==> src/rtl/voice_phase_acc.sv <==
// Time-multiplexed per-voice phase accumulator bank fed by an external note-to-increment mapper.
// Optional VOICE_PHASE_ACC_RETRIG_EN: a key-on write also zeroes that voice's phase.
module voice_phase_acc #(
  parameter int VOICES      = 32,
  parameter int V_WIDTH     = 5,
  parameter int PHASE_WIDTH = 32,
  parameter int CONST_WIDTH = 24
) (
  input  logic                   sCLK_XVXENVS,
  input  logic                   reset_reg_N,
  input  logic                   sample_tick,
  input  logic                   key_wr,
  input  logic [V_WIDTH-1:0]     key_voice,
  input  logic [8:0]             key_sound,
  input  logic                   key_on,
  output logic [8:0]             sound_out,
  input  logic [CONST_WIDTH-1:0] constant_in,
  output logic [PHASE_WIDTH-1:0] phase_out,
  output logic [V_WIDTH-1:0]     phase_voice,
  output logic                   phase_valid,
  output logic                   busy,
  output logic                   overrun
);

  typedef enum logic {IDLE, SWEEP} state_t;

  state_t                 state, state_next;
  logic [V_WIDTH-1:0]     vcnt;
  logic [V_WIDTH-1:0]     vcnt_inc;
  logic                   last;
  logic [8:0]             note  [VOICES];
  logic [VOICES-1:0]      gate;
  logic [PHASE_WIDTH-1:0] phase [VOICES];
  logic [PHASE_WIDTH-1:0] inc;
  logic [PHASE_WIDTH-1:0] sum;
  logic                   retrig_hit;

  assign last     = (vcnt == V_WIDTH'(VOICES - 1));
  assign vcnt_inc = vcnt + V_WIDTH'(1);
  assign busy     = (state == SWEEP);

  // Gate only selects the increment; a silent voice still reports its held phase.
  assign inc = gate[vcnt] ? PHASE_WIDTH'(constant_in) : '0;
  assign sum = phase[vcnt] + inc;

`ifdef VOICE_PHASE_ACC_RETRIG_EN
  assign retrig_hit = key_wr && key_on && (key_voice == vcnt);
`else
  assign retrig_hit = 1'b0;
`endif

  // NOTE: always_comb assigns every output a default first so no path can infer a latch.
  always_comb begin
    state_next = state;
    case (state)
      IDLE:    if (sample_tick)          state_next = SWEEP;
      SWEEP:   if (last && !sample_tick) state_next = IDLE;
      default: state_next = IDLE;
    endcase
  end

  // NOTE: sequential state uses non-blocking assignments so every register sees pre-edge values.
  always_ff @(posedge sCLK_XVXENVS or negedge reset_reg_N) begin
    if (!reset_reg_N) state <= IDLE;
    else              state <= state_next;
  end

  // NOTE: the note/gate/phase arrays are reset explicitly because the spec requires all voices to read 0 after reset.
  always_ff @(posedge sCLK_XVXENVS or negedge reset_reg_N) begin
    if (!reset_reg_N) begin
      for (int i = 0; i < VOICES; i++) begin
        note[i]  <= '0;
        phase[i] <= '0;
      end
      gate        <= '0;
      vcnt        <= '0;
      sound_out   <= '0;
      phase_out   <= '0;
      phase_voice <= '0;
      phase_valid <= 1'b0;
      overrun     <= 1'b0;
    end else begin
      phase_valid <= 1'b0;
      overrun     <= 1'b0;
      if (state == IDLE) begin
        if (sample_tick) begin
          vcnt      <= '0;
          sound_out <= note[0];
        end
      end else begin
        phase[vcnt] <= sum;
        phase_out   <= retrig_hit ? '0 : sum;
        phase_voice <= vcnt;
        phase_valid <= 1'b1;
        if (last) begin
          // A tick landing on the final edge rolls straight into the next sweep.
          vcnt      <= '0;
          sound_out <= note[0];
        end else begin
          vcnt      <= vcnt_inc;
          sound_out <= note[vcnt_inc];
          overrun   <= sample_tick;
        end
      end
      if (key_wr) begin
        note[key_voice] <= key_sound;
        gate[key_voice] <= key_on;
`ifdef VOICE_PHASE_ACC_RETRIG_EN
        // Placed after the accumulate so the clear overrides a same-edge update.
        if (key_on) phase[key_voice] <= '0;
`endif
      end
    end
  end

endmodule
==> config.mk <==
export PLATFORM = sky130hd
export DESIGN_NAME = voice_phase_acc
export DESIGN_NICKNAME = d
export VERILOG_FILES = /design/src/rtl/voice_phase_acc.sv
export SDC_FILE = /design/constraint.sdc
export NUM_CORES = 2
export LEC_CHECK = 0
export BUFFER_PORTS_ARGS = -buffer_cell sky130_fd_sc_hd__buf_2
export CORE_ASPECT_RATIO = 1.5
export CORE_MARGIN = 3
export CORE_UTILIZATION = 50
export CTS_CLUSTER_DIAMETER = 120
export DETAILED_ROUTE_END_ITERATION = 10
export GPL_ROUTABILITY_DRIVEN = 0
export GPL_TIMING_DRIVEN = 1
export PLACE_DENSITY = 0.67
export SYNTH_ARGS = -nofsm -noshare
export SYNTH_HDL_FRONTEND = slang
export SYNTH_SLANG_ARGS = --single-unit
==> constraint.sdc <==
create_clock -name sCLK_XVXENVS -period 8.47 [get_ports sCLK_XVXENVS]
set_input_delay 0.847 -clock sCLK_XVXENVS [delete_from_list [all_inputs] [get_ports sCLK_XVXENVS]]
set_output_delay 0.847 -clock sCLK_XVXENVS [all_outputs]
set_load 0.05 [all_outputs]
* Word level (Yosys, flattened, before mapping)
Cells that the tools add are included.
** Operators by class
- Equal/unequal tests :: 1
- Reductions and logical operators :: 6
- Bitwise operators :: 4
- Magnitude comparators :: 8
- Add/sub/neg operators :: 2
- Muxes and demuxes :: 30
** Operators with widths (count)
- 1024-bit bitwise mux :: 1
- 288-bit bitwise mux :: 1
- 32-bit binary-select mux with 5-bit select :: 1
- 32-bit demux with 5-bit select :: 1
- 32-bit 2-to-1 mux :: 3
- 9-bit 2-to-1 mux :: 6
- 9-bit binary-select mux with 5-bit select :: 1
- 9-bit demux with 5-bit select :: 1
- 32-bit by 24-bit adder with 32-bit output :: 1
- 32-bit bitwise mux :: 1
- 24-bit 2-to-1 mux :: 1
- 6-bit >= comparator, second input constant :: 3
- 5-bit NOT with 6-bit output :: 3
- 5-bit 2-to-1 mux :: 3
- 5-bit by 6-bit less-than comparator with 1-bit output, second input constant :: 2
- 6-bit by 1-bit less-than comparator with 1-bit output, second input constant :: 2
- 1-bit 2-to-1 mux :: 7
- 5-bit by 1-bit adder with 5-bit output, second input constant :: 1
- 1-bit binary-select mux with 5-bit select :: 1
- 1-bit demux with 5-bit select :: 1
- 5-bit == test, second input constant :: 1
- 5-bit by 1-bit >= comparator with 1-bit output, second input constant :: 1
- 1-bit logical AND :: 4
- 1-bit one-hot mux with 2 select lines :: 1
- 3 further kinds :: 3
** Word-level totals
- Register bits :: 1398
- Logic and storage cells :: 123
- Output and inout bits :: 49

* Depth between registers and ports, before layout
- Depth after elaboration :: 7
- Mapped depth :: 23
- Mapped depth without buffers :: 16

* Worst setup path after synthesis
No wires, ideal clock.
- Path type :: flip-flop to flip-flop
- From :: register vcnt[0]
- To :: register phase[111] (netlist bit)
- Setup time :: 133 ps
- Stages on the path, launching flop included :: 21
- Setup slack :: 3589 ps
- Buffers on the path :: 8
- Arrival :: 4748 ps
- Cell sequence :: dfrtp_1 > buf_4 > buf_6 > buf_4 > buf_4 > buf_4 > buf_4 > buf_4 > mux4_2 > o22ai_1 > nor4_1 > ha_1 > and3_1 > a221o_1 > o221ai_2 > a21boi_1 > o41ai_2 > mux2i_1 > o2111a_1 > clkbuf_1 > o21ai_0
** On the way
- Cells in the longest elaborated chain, start to end :: 6
- Elaborated cells between the ends (all ways) :: 14
- Classes of those cells :: add/sub: 1; order compare: 2; mux: 9; bitwise: 1; reduce/logical: 1
** Ends and longest elaborated chain
- from (decl) :: line 28 : logic [V_WIDTH-1:0] vcnt;
- from (signal assigned) :: line 100 : vcnt <= vcnt_inc;
- 5-bit NOT with 6-bit output (not written as such) :: line 44, 91
- 32-bit binary-select mux with 5-bit select (tied with other cells) :: line 44 : assign sum = phase[vcnt] + inc;
- 32-bit 2-to-1 mux (not written as such) / 1-bit logical AND (equally long branches) :: line 44, 91
- 32-bit 2-to-1 mux, on equally long branches :: line 44, 91
- 32-bit by 24-bit adder with 32-bit output / 32-bit demux with 5-bit select (equally long branches) :: line 44, 91
- 1024-bit bitwise mux (*) :: line 91 : phase[vcnt] <= sum;
- to (signal, indexed assignment) :: line 91
- to (decl) :: line 33 : logic [PHASE_WIDTH-1:0] phase [VOICES];
Mark *: on every way between the ends. The rest lies on a longest branch, timed or not. The select of a mux whose other input is x is not followed.
A chain may end at the register's enable or synchronous reset.

* Final worst setup path
- From :: register vcnt[3]
- To :: register phase[218] (netlist bit)
Same word-level chain as after synthesis.

==> results.cfg <==
[timing]
fmax_mhz = 152
rsz0062_at_grt = no
slew_headroom_pct = 9.50
min_period_over_period_pct = 77.9
final-hold-violation-count = 0
finalSetupTns_ps = 0
setup_viol = 0
finClkSkew_ps = 27.2
period_needed_ps = 6600
slew_viol_final = 0
tightestPinTransition_ps = 1350

[logic_synthesis]
synth_edf_count = 0
ys.warnings.count = 0
synth_area_per_cell_um2 = 11.9
synth.net_count = 5322
ys_ff_latch = 1398
netlist_instances = 5249
synth_top_area_share_pct = 55.8
ys_seq_area_share_pct = 55.8
synth_top_family_by_area = multiplexers
yosys.area_share.simple_pct = 8.33
syn_area_mm2 = 0.0627
synth.distinct_cells = 75
synth_top_area_cell = dfrtp_1
synth_compound_area_share_pct = 11.0
synth.area.top_cells = dfrtp_1, mux4_2, mux2_2, nand2_1, o21ai_0
synthArstFlopShare_pct = 100
synth_mux_area_share_pct = 20.5
synth-xor-area-share_pct = 0.329
synth_top_flop_cell = dfrtp_1
synthAdderAreaFrac_pct = 0.611

[clock_network]
clk_latency_ps = 770
cts-buffers-inserted = 138
cts_resized = 0
root_buffer = clkbuf_16
htree_levels = 4
cts.sinks = 1398
path_clk_slew_ps = 60
hold_buffers = 0
cts_buffer_depth = 3
cts_tree = done
cts_setup_buffers = 0

[layout]
most-common-layout-cells = dfrtp_1, nand2_1, o21ai_0
mostFrequentLayoutCell = dfrtp_1
area_growth_pct = 10.0
nets = 5147
instances_no_fill = 6784
fin_area_mm2 = 0.0689
final_layout_size_suffix_gt1_share_pct = 24.1
fill_cells = 10300

[floorplan]
num_rows = 158
dieHeight_um = 440
floorplan.initialDensity_pct = 50.6
core_mm2 = 0.124
io_pins = 92
dieArea_mm2 = 0.130
die_w_um = 295

[drt]
drt_iter0_markers = 3730
vias = 41700
wl_per_cell_um = 26.2
drtAntennaViolNets = 0
vias_per_cell = 6.15
dr.pass1.iters = 6
drc = 0
drt_wl_total_um = 178000

[critical_path]
required_ps = 9050
cp_top_family = compound AO/OA/AOI/OAI gates
cp_max_fo = 33
crit_path_end_kind = flip-flop
cpPeakStageDelay_ps = 1120
crit_path_top_delay_cell = nor3_1
critPathBufInv = 2
reg2reg_depth = 15
arrival_ps = 7170
worstSetupPathDepth = 15
cp-start-kind = flip-flop
critPathKind = flip-flop to flip-flop
cp_cell_sequence = nor3_1, a22oi_1, nand4_1, buf_4, and2_1, ha_1, nor2b_1, o31a_1, o21ai_0, a211oi_1, buf_4, o2111ai_1, a31oi_1, xnor2_2, o21ai_0

[grt]
track_usage_pct = 28.0
grt_max_degree = 194
grt_pass1_wl_um = 270000
grt_overflow_total = 0
grt_pass1_vias = 42500
antenna_found_initial = 2

[placed_design]
placed_area_mm2 = 0.0642
dp.cells = 6534
hpwl_um = 101000
port_buffers = 91

[flow_run]
drv_cap = 0

[outcome]
status = finished clean

[worst_hold_path]
min_path_type = input port to asynchronous set/reset pin
==> Yosys cell counts, drive strengths merged (2+ instances only) <==
cell type / n
nand3: 11
o211ai: 3
o2111ai: 2
dfrtp: 1398
mux2: 433
clkinv: 2
o32ai: 2
xor2: 10
o22ai: 156
and3: 13
nand4b: 4
and2: 34
nor3b: 5
a21boi: 3
nand2: 1041
ha: 29
a22oi: 4
or2: 3
or3: 2
nand4: 6
o31a: 2
xnor2: 11
clkbuf: 377
inv: 18
buf: 103
o221ai: 2
o31ai: 133
o2111a: 2
nand4bb: 6
nor4: 42
o21a: 6
a31oi: 2
nor2b: 4
a21o: 12
or4b: 4
nor3: 12
a211oi: 6
o21ai: 851
mux4: 298
nor2: 41
nand3b: 4
nand2b: 3
mux2i: 123
a21oi: 15
==> worst paths after layout <==
check	start	end	slack, ps
worst max-delay path	vcnt[3]	phase[218]	1870
worst min-delay path	reset_reg_N	phase_out[31]	110
worst max register to register	vcnt[3]	phase[218]	1870
worst min register to register	phase[22]	phase[22]	470
max in group asynchronous	reset_reg_N	note[116]	6110
min in group sCLK_XVXENVS	sample_tick	vcnt[1]	420
==> routing by layer <==
metal	up-vias	wire (µm)	track usage (%)
li1	18400	-	-
met1	21600	70600	36.2
met2	1313	87900	46.6
met3	400	9950	4.24
met4	2	9410	13.3
met5	-	13	0
==> through the flow <==
step	utilization [%]	setup slack (ps)	hold WS, ps
finish	55.6	1870	107
global placement	51.8	1960	454
CTS	55.6	1830	214
floorplan	-	3590	443
detailed placement	51.8	1860	460
global route	55.6	1290	194
==> cell type report <==
| class | count | area (µm²) | area share (%) |
|---|---|---|---|
| multi-input combinational | 3351 | 26000 | 37.7 |
| clock buffer | 203 | 4200 | 6.09 |
| sequential | 1398 | 35000 | 50.8 |
| inverter | 20 | 75.1 | 0.109 |
| tap | 1600 | 2000 | 2.90 |
| timing repair buffer | 165 | 1160 | 1.69 |
| antenna | 2 | 5.00 | 0.00726 |
| clock inverter | 45 | 528 | 0.766 |
==> sequential cells by signal (all words and copies together) (netlist names) <==
signal and cells:
note 288, phase 1024, phase_valid 1, overrun 1, sound_out 9, gate 32
vcnt 5, phase_voice 5, busy 1, phase_out 32
==> kinds of logic (layout without fill, tap and decap cells) <==
group | after synthesis | in the layout
flops | 1398 | 1398
simple gates | 1239 | 1239
compound gates | 1207 | 1207
mux | 854 | 854
buf+inv | 500 | 433
fa+ha+maj | 30 | 30
xor+xnor | 21 | 21
other cells | 0 | 2
Power is not shown: default switching activity piles up to over one toggle a cycle in this logic, so the estimate is an artifact.
